File: src/rtl/uart_tx_arbiter.sv
// ---------------------------------------------------------------------------
// uart_tx_arbiter
//
// Round-robin scheduler that shares one byte-level UART transmitter among
// NUM_REQ word producers. A granted 32-bit word is latched, then streamed
// LSB-byte-first (low BYTES bytes) over a valid/ready byte interface.
//
// Parameters:
//   NUM_REQ  number of requesters, 2..8
//   BYTES    bytes sent per granted word, 1..4
//
// Ports:
//   clk        system clock
//   ap_rstn    asynchronous active-low reset
//   req_valid  [NUM_REQ]     requester i has a word pending
//   req_data   [NUM_REQ*32]  word of requester i at [32*i +: 32]
//   req_ready  [NUM_REQ]     one-hot accept, asserted only in IDLE
//   tx_valid                 byte on tx_data offered to the transmitter
//   tx_data    [8]           byte to transmit
//   tx_ready                 transmitter accepts tx_data this cycle
//   grant_id   [3]           index of the requester being served
//   busy                     high whenever the FSM is not in IDLE
//
// Build option:
//   UART_ARB_HEADER_EN  when defined, every word is preceded by the header
//                       byte 8'hA0 | grant_id (HDR state compiled in).
// ---------------------------------------------------------------------------
module uart_tx_arbiter #(
  parameter int NUM_REQ = 4,
  parameter int BYTES   = 4
) (
  input  logic                    clk,
  input  logic                    ap_rstn,
  input  logic [NUM_REQ-1:0]      req_valid,
  input  logic [NUM_REQ*32-1:0]   req_data,
  output logic [NUM_REQ-1:0]      req_ready,
  output logic                    tx_valid,
  output logic [7:0]              tx_data,
  input  logic                    tx_ready,
  output logic [2:0]              grant_id,
  output logic                    busy
);

  typedef enum logic [1:0] {
    S_IDLE = 2'd0,
    S_SEND = 2'd1,
`ifdef UART_ARB_HEADER_EN
    S_DONE = 2'd2,
    S_HDR  = 2'd3
`else
    S_DONE = 2'd2
`endif
  } state_t;

  state_t       state;
  state_t       state_nxt;
  logic [2:0]   last_grant;
  logic [31:0]  shift;
  logic [1:0]   byte_cnt;

  logic         pick_found;
  logic [2:0]   pick_idx;
  logic [31:0]  pick_word;
  logic         accept;
  logic         last_byte;

  assign last_byte = (byte_cnt == 2'(BYTES - 1));
  assign busy      = (state != S_IDLE);

  // Round-robin pick: first pending requester strictly above last_grant,
  // otherwise wrap around and take the lowest pending one.
  always_comb begin
    // NOTE: every variable written here gets a default first, so no path
    // leaves it unassigned and no latch is inferred.
    pick_found = 1'b0;
    pick_idx   = '0;
    for (int i = 0; i < NUM_REQ; i++) begin
      if (!pick_found && req_valid[i] && (i > int'(last_grant))) begin
        pick_found = 1'b1;
        pick_idx   = 3'(i);
      end
    end
    for (int i = 0; i < NUM_REQ; i++) begin
      if (!pick_found && req_valid[i]) begin
        pick_found = 1'b1;
        pick_idx   = 3'(i);
      end
    end
  end

  // Word mux and one-hot accept. req_ready is also masked by the reset
  // input so that it drops immediately while reset is asserted, even if
  // requesters keep their valids high.
  always_comb begin
    accept    = (state == S_IDLE) && pick_found && ap_rstn;
    pick_word = '0;
    req_ready = '0;
    for (int i = 0; i < NUM_REQ; i++) begin
      if (pick_idx == 3'(i)) begin
        pick_word    = req_data[32*i +: 32];
        req_ready[i] = accept;
      end
    end
  end

  // Next-state and byte-side outputs.
  always_comb begin
    state_nxt = state;
    tx_valid  = 1'b0;
    tx_data   = 8'h00;
    case (state)
      S_IDLE: begin
        if (accept) begin
`ifdef UART_ARB_HEADER_EN
          state_nxt = S_HDR;
`else
          state_nxt = S_SEND;
`endif
        end
      end
`ifdef UART_ARB_HEADER_EN
      S_HDR: begin
        tx_valid = 1'b1;
        tx_data  = 8'hA0 | {5'b0, grant_id};
        if (tx_ready) state_nxt = S_SEND;
      end
`endif
      S_SEND: begin
        tx_valid = 1'b1;
        tx_data  = shift[7:0];
        if (tx_ready && last_byte) state_nxt = S_DONE;
      end
      S_DONE: begin
        state_nxt = S_IDLE;
      end
      default: begin
        state_nxt = S_IDLE;
      end
    endcase
  end

  // NOTE: sequential state uses non-blocking assignments so every register
  // samples values from before the edge, independent of statement order.
  always_ff @(posedge clk or negedge ap_rstn) begin
    if (!ap_rstn) state <= S_IDLE;
    else          state <= state_nxt;
  end

  // Datapath registers. The shift register is reset too: a dropped partial
  // word must never leak its remaining bytes after reset.
  always_ff @(posedge clk or negedge ap_rstn) begin
    if (!ap_rstn) begin
      shift      <= '0;
      byte_cnt   <= '0;
      grant_id   <= '0;
      last_grant <= 3'(NUM_REQ - 1);
    end else begin
      case (state)
        S_IDLE: begin
          if (accept) begin
            shift    <= pick_word;
            grant_id <= pick_idx;
            byte_cnt <= '0;
          end
        end
        S_SEND: begin
          if (tx_ready) begin
            shift    <= shift >> 8;
            // Return to zero on the last byte so the count stays <= BYTES-1.
            byte_cnt <= last_byte ? 2'd0 : byte_cnt + 2'd1;
          end
        end
        S_DONE: begin
          last_grant <= grant_id;
        end
        default: ;
      endcase
    end
  end

endmodule

File: config.mk
export PLATFORM = sky130hd
export DESIGN_NAME = uart_tx_arbiter
export DESIGN_NICKNAME = d
export VERILOG_FILES = /design/src/rtl/uart_tx_arbiter.sv
export SDC_FILE = /design/constraint.sdc
export NUM_CORES = 1
export LEC_CHECK = 0
export BUFFER_PORTS_ARGS = -buffer_cell sky130_fd_sc_hd__clkbuf_2
export CORE_ASPECT_RATIO = 0.8
export CORE_UTILIZATION = 35
export CTS_CLUSTER_SIZE = 25
export DETAILED_ROUTE_END_ITERATION = 6
export GPL_TIMING_DRIVEN = 0
export PLACE_DENSITY = 0.74
export SETUP_SLACK_MARGIN = 0.02
export SLEW_MARGIN = 20
export SYNTH_ARGS = -nofsm -noshare
export SYNTH_HDL_FRONTEND = slang
export SYNTH_SLANG_ARGS = --single-unit
File: constraint.sdc
create_clock -name clk -period 3.7 [get_ports clk]
set_clock_uncertainty 0.2 [all_clocks]
set_input_delay 0.185 -clock clk [delete_from_list [all_inputs] [get_ports clk]]
set_output_delay 0.185 -clock clk [all_outputs]
set_load 0.05 [all_outputs]
==> key figures, run 1 <==
Drt
  • Via density: 5.75
  • Drt drc: 0
  • Vias: 3,874
  • Initial drt markers: 371
  • Antenna-violating nets left: 0
  • Final WL: 11,700 um
  • 1st-pass router iterations: 5
  • Drt wl/cell: 17.4 um

Timing
  • Final setup violation count: 0
  • Final Cycle Share: 0.858
  • Hold Violations, Final: 0
  • Peak Freq: 0.315 GHz
  • Slew Limit Headroom: 0.584
  • RSZ-0062 raised after global routing: false
  • Worst Tran Pin Value: 0.625 ns
  • Slew Viols, Final: 0
  • Setup TNS: 0 ns
  • Min cycle time layout: 3.17 ns

Clock network
  • TritonCTS clock tree: yes
  • Clock Sinks: 40
  • Reg clk slew, reported paths: 0.07 ns
  • CTS Buf Count: 5
  • H-tree Lvls: 2
  • Worst skew pair latency: 0.30 ns
  • CTS root buffer: clkbuf_8
  • Setup Buffers After CTS: 0
  • Longest Clk Path Bufs: 2

Layout
  • Final core occ: 0.499
  • Fraction of layout cells with a size suffix above 1: 0.342
  • Fin nets: 697
  • Ant. Diodes: 0
  • Fill cells: 832
  • Layout area overhead: 38.0%

Run
  • Max Cap Viol: 0

Pwr
  • Leak Pwr: 2.02 nW
  • Max IR drop VDD: 0.000530 V
  • Pwr per Cell Area: 640 nW/um^2

Floorplan
  • Ports: 152
  • Starting Density: 0.362
  • Die height: 85.9 um
  • Std-Cell Rows: 30
  • Die X: 107 um
  • Core footprint: 8520 sq um
  • Die Area: 9190 sq um

Placed design
  • Input/output buffers: 150
  • Routability cong.: 0.900
  • DP HPWL: 9310 um

Synth
  • Share of the synthesized area in the top cell type: 0.308
  • Most common cell in the synthesized netlist: o21ai_0
  • Dominant cells by area after synthesis: dfrtp_1, o21ai_0, o221ai_1, a21oi_1, o211ai_1
  • Post-synthesis sequential area ratio: 0.325
  • Cell taking the most area after synthesis: dfrtp_1
  • Top FF cell, synth: dfrtp_1
  • Synth async-reset ratio: 1.00
  • Synthesized instance count: 387
  • Yosys warns: 0
  • Synth Net Count: 523
  • FF+latch count, synth: 40
  • List of most frequent post-synthesis cells: o21ai_0, a21oi_1, dfrtp_1
  • EDFF count, synth: 0
  • Yosys cell types: 48
  • Post-Synthesis Cell Area: 3080 sq um
  • Avg Cell Area, Syn: 7.97 sq um

Outcome
  • Outcome: completed

Worst setup path
  • Worst setup EP type: primary output
  • Worst EP arrival: 2.79 ns
  • Worst EP required: 3.31 ns
  • Crit-path max FO: 42
  • Critical Path Source Type: input pin
  • Reg2reg start: last_grant[0]
  • WS Path Type: input pin to primary output
  • Crit path launch: ap_rstn
  • RR Endpoint: shift[7]
  • Worst R2R Setup Slack: 1.28 ns
  • FF-to-FF path depth: 7

Global routing
  • All-Layer GR Usage: 0.259
  • Initial antenna violation count: 0
  • Global-route wire length before repair: 18,200 um
  • Vias in the first global route: 3,807
  • Largest net degree at the start of global routing: 43
  • Grt ovf: 0

Worst hold path
  • Worst hold stages: 3
  • Hold path start: req_data[101]
  • Hold EP: shift[5]
  • HP Class: input pin to register
[routing by layer]
layer / global-route usage / routed length (um)
met5: 0 / 0
met4: 0.0884 / 304
met3: 0.0509 / 877
met2: 0.440 / 5460
met1: 0.328 / 5100
[cells by family after synthesis]
logic type	share of synthesized area
adders and majority gates	0.00406
and+or+nand+nor	0.155
other	0.00122
buffers and inverters	0.0946
AOI/OAI and AO/OA	0.409
muxes	0.0106
DFF	0.325
[cell type report]
class	count	area, sq um	area share
flip-flops and latches	40	1000	0.236
multi-input cells	283	1790	0.420
clock inverters	2	35.0	0.00824
well taps	112	140	0.0329
repair buffers	167	923	0.217
inverters	24	90.1	0.0212
plain buffers	40	201	0.0474
clock buffers	6	72.6	0.0171
[critical path, stage by stage]
cell and delay (ns):
dlygate4sd3_1 0.52, clkbuf_4 0.49, nor3b_2 0.57, buf_2 0.37, o21ai_0 0.16, nor3_1 0.16
clkbuf_2 0.32
[report_power, final]
part           leakage (nW)  internal [mW]  total (mW)  switching (mW)
Clock                0.0552          0.200       0.356           0.156
Sequential            0.478          0.646       0.779           0.133
Combinational          1.49          0.548        1.59            1.04
[layout by cell type, fill, tap and decap left out, drive strengths merged, types with 2 or more instances in the layout]
master,instances
a21oi,47
nor3,2
nor2,10
dlygate4sd3,17
dfrtp,38
a221oi,4
clkbuf,171
or3,21
a2bb2oi,2
or3b,2
nand2b,6
nor2b,4
mux2,2
buf,25
and2,11
o211ai,28
nand2,18
a22oi,12
nand3,6
a32oi,2
nor4,2
a21boi,2
o211a,3
o221ai,27
dfstp,2
inv,24
o21ai,57
[per-stage QoR]
| stage | instance area [sq um] | setup WS (ns) | std cells | total power [mW] | hold WS [ns] |
|---|---|---|---|---|---|
| floorplan | 3080 | 0.715 | 387 | 1.86 | -0.311 |
| global placement | 3970 | 0.787 | 649 | 2.28 | 0.200 |
| detailed placement | 3970 | 0.738 | 649 | 2.33 | 0.203 |
| CTS | 4250 | 0.201 | 674 | 2.71 | 0.000925 |
| global route | 4250 | 0.222 | 674 | 2.92 | 0.0115 |
| finish | 4250 | 0.525 | 674 | 2.72 | 0.00641 |
[registers in the layout, indices dropped and copies added (netlist names)]
register / cells
shift: 32
byte_cnt: 2
grant_id: 2
last_grant: 2
state: 2
[repair_timing]
item | 4_1_cts | 5_1_grt
hold buffers | 17 | 0
setup endpoints to repair | 0 | 1
resized for setup | 0 | 1
endpoints found under the hold margin | 54 | 0
[how the worst max path moves through the flow]
stage / endpoint / cells after the start
final: req_ready[0] / 7
after global routing: req_ready[0] / 7
after CTS: req_ready[0] / 7
after detailed placement: req_ready[0] / 6
after global placement: req_ready[0] / 6
after floorplan: req_ready[0] / 5
Power figures use the tool's default switching activity.
==> run 2: changes to the inputs <==
ABC_AREA = 1   (was default)
CELL_PAD_IN_SITES_DETAIL_PLACEMENT = 0   (was default)
CELL_PAD_IN_SITES_GLOBAL_PLACEMENT = 1   (was default)
CORE_UTILIZATION = 33   (was 35)
PLACE_DENSITY = 0.95   (was 0.74)
==> run 2 against run 1 <==
  * The run now ends with negative hold slack left
  * Design area up 3.3%
  * First-iteration DRC count down 61%
  * Sequential power down 1%
  * Cell count up 27%
  * Critical path depth down 1
  * Hold slack worse by 0.0092 ns
  * Non-clock buffer count down 19
  * Sequential share of layout area down 0.76 points
  * Clock-buffer cell count unchanged
  * Total power up 29%
  * Clock power up 17%
  * Die area up 14%
  * Critical endpoint unchanged
==> key figures, run 2 <==
Pwr
  • Leak Pwr: 2.63 nW (was 2.02 nW)
  • Overall power: 3.52 mW (was 2.72 mW)
  • Pwr per Cell Area: 801 nW/um^2 (was 640 nW/um^2)
  • Max IR drop VDD: 0.000215 V (was 0.000530 V)

Layout
  • Fin nets: 858 (was 697)
  • Number of flip-flops under the largest register name: 32 (unchanged)
  • Reg with most FFs: shift (unchanged)
  • Layout area overhead: 32.4% (was 38.0%)
  • Commonest non-fill, non-tap cell in the layout: nand2_1 (was clkbuf_2)
  • Ant. Diodes: 0 (unchanged)
  • Fraction of layout cells with a size suffix above 1: 0.271 (was 0.342)
  • Most frequent cells in the layout: nand2_1, clkbuf_2, nor2_1 (was clkbuf_2, o21ai_0, a21oi_1)

Synth
  • Synthesized instance count: 563 (was 387)
  • Post-synthesis mux area share: 0.00339 (was 0.0106)
  • Largest family of logic cells by synthesized area: simple AND/OR/NAND/NOR gates (was compound AO/OA/AOI/OAI gates)
  • Dominant cells by area after synthesis: dfrtp_1, nand2_1, nor2_1, nand3_1, inv_1 (was dfrtp_1, o21ai_0, o221ai_1, a21oi_1, o211ai_1)
  • Yosys warns: 0 (unchanged)
  • Avg Cell Area, Syn: 5.90 sq um (was 7.97 sq um)
  • Yosys cell types: 27 (was 48)
  • Post-synthesis sequential area ratio: 0.302 (was 0.325)
  • List of most frequent post-synthesis cells: nand2_1, nor2_1, inv_1 (was o21ai_0, a21oi_1, dfrtp_1)
  • Synth Area in Simple Gates: 0.422 (was 0.155)
  • Share of the synthesized area in the top cell type: 0.286 (was 0.308)
  • Cell taking the most area after synthesis: dfrtp_1 (unchanged)
  • Synth Area in Adders: 0.00377 (was 0.00406)
  • Synth Area in Compound Gates: 0.145 (was 0.409)
  • EDFF count, synth: 0 (unchanged)
  • Synth async-reset ratio: 1.00 (unchanged)
  • Most common cell in the synthesized netlist: nand2_1 (was o21ai_0)
  • FF+latch count, synth: 40 (unchanged)
  • Synth Net Count: 699 (was 523)
  • Synth Area in XOR/XNOR: 0 (unchanged)
  • Top FF cell, synth: dfrtp_1 (unchanged)
  • Post-Synthesis Cell Area: 3320 sq um (was 3080 sq um)

Drt
  • Via density: 4.61 (was 5.75)
  • Drt drc: 0 (unchanged)
  • Initial drt markers: 146 (was 371)
  • Antenna-violating nets left: 0 (unchanged)
  • Final WL: 10,700 um (was 11,700 um)
  • Drt wl/cell: 12.5 um (was 17.4 um)
  • Vias: 3,954 (was 3,874)
  • 1st-pass router iterations: 4 (was 5)

Global routing
  • Global-route wire length before repair: 17,500 um (was 18,200 um)
  • All-Layer GR Usage: 0.210 (was 0.259)
  • Met3 Track Usage GR: 0.0350 (was 0.0509)
  • Grt met1 use: 0.286 (was 0.328)
  • Initial antenna violation count: 0 (unchanged)
  • Most Crowded Layer GR: met2 (unchanged)
  • Largest net degree at the start of global routing: 42 (was 43)
  • GR Util met2: 0.353 (was 0.440)
  • Grt ovf: 0 (unchanged)
  • Vias in the first global route: 3,774 (was 3,807)

Timing
  • Min cycle time layout: 2.73 ns (was 3.17 ns)
  • Final setup violation count: 0 (unchanged)
  • Slew Limit Headroom: 0.364 (was 0.584)
  • RSZ-0062 raised after global routing: false (unchanged)
  • Slew Viols, Final: 0 (unchanged)
  • Hold Violations, Final: 3 (was 0)
  • Peak Freq: 0.367 GHz (was 0.315 GHz)
  • Final Cycle Share: 0.737 (was 0.858)
  • Hold slack final: -0.00283 ns (was 0.00641 ns)
  • Worst Tran Pin Value: 0.954 ns (was 0.625 ns)
  • Setup TNS: 0 ns (unchanged)

Floorplan
  • Std-Cell Rows: 32 (was 30)
  • Ports: 152 (unchanged)
  • Die X: 114 um (was 107 um)
  • Starting Density: 0.343 (was 0.362)
  • Core footprint: 9690 sq um (was 8520 sq um)
  • Die Area: 10,500 sq um (was 9190 sq um)
  • Die height: 91.7 um (was 85.9 um)

Worst setup path
  • CP Cell Sequence: dlygate4sd3_1 > buf_2 > nand3_1 > buf_2 > nor3_1 > clkbuf_2 (was dlygate4sd3_1 > clkbuf_4 > nor3b_2 > buf_2 > o21ai_0 > nor3_1 > clkbuf_2)
  • Most used cell along the critical path: buf_2
  • Worst EP arrival: 2.34 ns (was 2.79 ns)
  • CP max-delay cell: buf_2 (was nor3b_2)
  • Crit-path max FO: 41 (was 42)
  • CP delay by family, top: buffers and inverters (unchanged)
  • Worst setup EP type: primary output (unchanged)
  • CP bufs+invs: 4 (unchanged)
  • Worst R2R Setup Slack: 1.40 ns (was 1.28 ns)
  • Critical Path Source Type: input pin (unchanged)
  • CP peak stage delay: 0.73 ns (was 0.57 ns)
  • WS Path Type: input pin to primary output (unchanged)
  • Worst EP required: 3.31 ns (about the same)

Clock network
  • CTS Hold Bufs: 2 (was 17)
  • CTS root buffer: clkbuf_16 (was clkbuf_8)
  • Clock Sinks: 40 (unchanged)
  • Longest Clk Path Bufs: 2 (unchanged)
  • Setup Buffers After CTS: 0 (unchanged)
  • Post-cts sizing count: 0 (unchanged)
  • CTS Buf Count: 5 (unchanged)
  • H-tree Lvls: 2 (unchanged)
  • Reg clk slew, reported paths: 0.06 ns (was 0.07 ns)
  • TritonCTS clock tree: yes (unchanged)
  • Worst skew pair latency: 0.28 ns (was 0.30 ns)

Run
  • Max Cap Viol: 0 (unchanged)

Outcome
  • Outcome: complete, but fails checks (was completed)
  • Violated checks: negative hold slack

Placed design
  • Input/output buffers: 150 (unchanged)
  • Routability cong.: 0.865 (was 0.900)
  • DP HPWL: 8700 um (was 9310 um)

Worst hold path
  • HP Class: input pin to register (unchanged)
run 2: cell count changes in the layout (fill, tap and decap cells not counted), sizes merged, moves of 11 or more:
cell	previous run	this run
o211ai	28	0
a21oi	47	6
nand2	18	209
inv	24	57
nand3	6	49
dlygate4sd3	17	2
o221ai	27	0
nor2	10	73
o21a	1	19
and2	11	0
or3	21	0
a22oi	12	0
run 2: cells by family after synthesis:
group | Yosys count
simple gates | 341
buf+inv | 93
flops | 40
other cells | 1
compound gates | 86
mux | 1
fa+ha+maj | 1
run 2: per-layer routing:
metal	share of wire	vias to the layer above
met3	0.063	8
met2	0.47	120
met1	0.47	1750
met5	0	-
met4	0.0059	0
li1	-	2076
run 2: worst reg2reg max path, stage by stage (launching register included):
cell     delay (ns)
dfstp_2        0.54
inv_1          0.05
nand2_1        0.09
nand2_1        0.09
nand2_1        0.08
inv_2          0.04
nor2_4         0.21
nand2_4        0.14
inv_2          0.13
buf_2          0.22
o21ai_0        0.12
o21ai_1        0.18
nand2_1        0.08
nand2_1        0.06
run 2: stage by stage:
step | utilization | area [sq um] | setup slack, ns | hold WS, ns | cells
after floorplan | - | 3320 | 0.874 | -0.311 | 563
after global routing | 0.454 | 4400 | 0.711 | 0.0228 | 858
after detailed placement | 0.438 | 4240 | 1.27 | 0.212 | 849
after CTS | 0.454 | 4400 | 0.843 | 0.000604 | 858
final | 0.454 | 4400 | 0.972 | -0.00283 | 858
after global placement | 0.438 | 4240 | 1.32 | 0.191 | 849
run 2: report_power, final:
group | internal (mW) | switching (mW)
Combinational | 0.774 | 1.56
Sequential | 0.650 | 0.120
Clock | 0.245 | 0.170
run 2: cell type report:
class | instances | area [sq um]
Fill cell | 1076 | 5290
Buffer | 36 | 194
Sequential cell | 40 | 1000
Tap cell | 136 | 170
Timing Repair Buffer | 152 | 771
Multi-Input combinational cell | 430 | 1910
Clock inverter | 1 | 5.00
Clock buffer | 6 | 129
Inverter | 57 | 214
run 2: path summary, 6_finish.rpt:
path | cells after the start | end | startpoint
setup reg to reg | 13 | shift[27] | last_grant[1]
max in group asynchronous | 2 | shift[31] | ap_rstn
hold reg to reg | 2 | shift[8] | shift[8]
setup / recovery | 6 | req_ready[0] | ap_rstn
hold / removal | 5 | shift[25] | req_data[121]
min in group asynchronous | 2 | shift[2] | ap_rstn
==> run 3: changes to the inputs <==
CORE_UTILIZATION = 31   (was 33)
PLACE_DENSITY = 0.91   (was 0.95)
clock period = 2.66 ns   (was 3.7 ns; I/O delays follow)
==> run 3 against run 2 <==
  * The run now ends clean
  * Routed wire length is 6.5% higher
  * Sequential power is 39% higher
  * Global-route usage is 0.25 points lower
  * Die area is 6.3% higher
  * Critical path depth is 4 higher
  * Critical path type is now register to primary output
  * Cell count is 2.1% higher
  * Clock power is 46% higher
  * Hold slack better by 0.019 ns
==> key figures, run 3 (same netlist as run 2, synthesis figures left out) <==
Worst setup path
  • CP bufs+invs: 3 (was 4)
  • Worst setup EP type: primary output (unchanged)
  • Crit-path max FO: 9 (was 41)
  • CP peak stage delay: 0.54 ns (was 0.73 ns)
  • RR Endpoint: shift[10] (was shift[27])
  • Cell count along the critical path: 10 (was 6)
  • Worst R2R Setup Slack: 0.25 ns (was 1.40 ns)
  • CP max-delay cell: dfstp_2 (was buf_2)
  • WS Path Type: register to primary output (was input pin to primary output)
  • CP Cell Sequence: inv_1 > nand2_1 > nand4_1 > nor2_2 > nand2_2 > nand2_4 > buf_4 > nand2_2 > nor2_1 > clkbuf_4 (was dlygate4sd3_1 > buf_2 > nand3_1 > buf_2 > nor3_1 > clkbuf_2)
  • CP delay by family, top: simple AND/OR/NAND/NOR gates (was buffers and inverters)
  • Worst EP arrival: 2.21 ns (was 2.34 ns)
  • Worst EP required: 2.33 ns (was 3.31 ns)
  • Most used cell along the critical path: nand2_2 (was buf_2)
  • Reg2reg start: last_grant[1] (unchanged)
  • Critical Path Source Type: register (was input pin)
  • FF-to-FF path depth: 14 (was 13)

Layout
  • Fraction of layout cells with a size suffix above 1: 0.280 (was 0.271)
  • Fin nets: 871 (was 858)
  • Reg with most FFs: shift (unchanged)
  • Layout area overhead: 37.5% (was 32.4%)
  • Number of flip-flops under the largest register name: 32 (unchanged)
  • Final core occ: 0.442 (was 0.454)
  • Most frequent cells in the layout: nand2_1, clkbuf_2, nor2_1 (unchanged)
  • Ant. Diodes: 0 (unchanged)
  • Commonest non-fill, non-tap cell in the layout: nand2_1 (unchanged)
  • Fill cells: 1,117 (was 1,076)

Drt
  • Vias: 4,114 (was 3,954)
  • Final WL: 11,400 um (was 10,700 um)
  • Initial drt markers: 214 (was 146)
  • Drt drc: 0 (unchanged)
  • 1st-pass router iterations: 5 (was 4)
  • Drt wl/cell: 13.0 um (was 12.5 um)
  • Via density: 4.70 (was 4.61)
  • Antenna-violating nets left: 0 (unchanged)

Clock network
  • TritonCTS clock tree: yes (unchanged)
  • Clock Sinks: 40 (unchanged)
  • H-tree Lvls: 2 (unchanged)
  • CTS Buf Count: 5 (unchanged)
  • CTS root buffer: clkbuf_16 (unchanged)
  • Longest Clk Path Bufs: 2 (unchanged)
  • Reg clk slew, reported paths: 0.06 ns (about the same)
  • Worst skew pair latency: 0.28 ns (about the same)

Timing
  • Final worst setup slack: 0.119 ns (was 0.972 ns)
  • Hold slack final: 0.0163 ns (was -0.00283 ns)
  • Hold Violations, Final: 0 (was 3)
  • Peak Freq: 0.394 GHz
  • Slew Viols, Final: 0 (unchanged)
  • Final setup violation count: 0 (unchanged)
  • Final Cycle Share: 0.955
  • RSZ-0062 raised after global routing: false (unchanged)
  • Min cycle time layout: 2.54 ns
  • Setup TNS: 0 ns (unchanged)

Global routing
  • Global-route wire length before repair: 18,500 um (was 17,500 um)
  • Largest net degree at the start of global routing: 39 (was 42)
  • Initial antenna violation count: 0 (unchanged)
  • All-Layer GR Usage: 0.207 (was 0.210)
  • Vias in the first global route: 3,941 (was 3,774)
  • Grt ovf: 0 (unchanged)

Floorplan
  • Die Area: 11,100 sq um (was 10,500 sq um)
  • Starting Density: 0.322 (was 0.343)
  • Std-Cell Rows: 33 (was 32)
  • Ports: 152 (unchanged)
  • Die height: 94.6 um (was 91.7 um)
  • Die X: 118 um (was 114 um)
  • Core footprint: 10,300 sq um (was 9690 sq um)

Worst hold path
  • HP Class: input pin to register (unchanged)
  • Hold path start: req_data[88] (was req_data[121])
  • Worst hold stages: 5 (unchanged)
  • Hold EP: shift[24] (was shift[25])

Pwr
  • Max IR drop VDD: 0.000336 V (was 0.000215 V)
  • Leak Pwr: 2.71 nW (was 2.63 nW)
  • Overall power: 5.04 mW (was 3.52 mW)
  • Pwr per Cell Area: 1100 nW/um^2 (was 801 nW/um^2)

Placed design
  • Input/output buffers: 150 (unchanged)
  • Dpl ws: 0.255 ns (was 1.27 ns)
  • Routability cong.: 0.905 (was 0.865)
  • DP HPWL: 8980 um (was 8700 um)

Outcome
  • Outcome: completed (was complete, but fails checks)

Run
  • Max Cap Viol: 0 (unchanged)
==> run 3: report_power, final <==
group / internal [mW] / total (mW) / leakage [nW] / switching [mW]
Sequential: 0.903 / 1.07 / 0.503 / 0.164
Clock: 0.370 / 0.605 / 0.0766 / 0.236
Combinational: 1.13 / 3.36 / 2.13 / 2.23
==> run 3: area by class of cell <==
class | instances | area [sq um] | area share
Tap cell | 140 | 175 | 0.0384
Clock buffer | 6 | 139 | 0.0304
Timing Repair Buffer | 165 | 910 | 0.199
Buffer | 36 | 194 | 0.0425
Clock inverter | 2 | 10.0 | 0.00219
Inverter | 57 | 214 | 0.0469
Multi-Input combinational cell | 430 | 1920 | 0.421
Sequential cell | 40 | 1000 | 0.220
==> run 3: timing repair <==
action | 4_1_cts | 5_1_grt
gates resized for setup | 2 | 5
hold endpoints to repair | 48 | 0
endpoints found under the setup margin | 1 | 3
buffers inserted | 0 | 4
pin swaps | 0 | 3
hold buffers | 11 | 0
==> run 3: how the worst max path moves through the flow <==
stage                              from            to  slack (ns)
final                     last_grant[1]  req_ready[1]        0.12
after detailed placement        ap_rstn      shift[4]        0.26
after global placement    last_grant[1]  req_ready[1]        0.32
after floorplan           last_grant[1]  req_ready[2]        0.04
after global routing      last_grant[1]  req_ready[1]        0.02
after CTS                 last_grant[1]  req_ready[3]        0.03
==> run 3: worst register-to-register path: cells and delay by family, from the launching register on <==
kind	cells	cell delay [ns]
simple gates	9	0.91
flops	1	0.54
buf+inv	4	0.51
compound gates	1	0.12
==> run 3: through the flow <==
stage | cells | instance area [sq um]
floorplan | 563 | 3330
global placement | 853 | 4250
detailed placement | 853 | 4250
CTS | 872 | 4530
global route | 876 | 4560
finish | 876 | 4560
==> run 3: routing by layer <==
layer / routed length, um / GRT usage
met1: 5400 / 0.279
met2: 5280 / 0.349
met3: 598 / 0.0338
met4: 98 / 0.0470
met5: 0 / 0
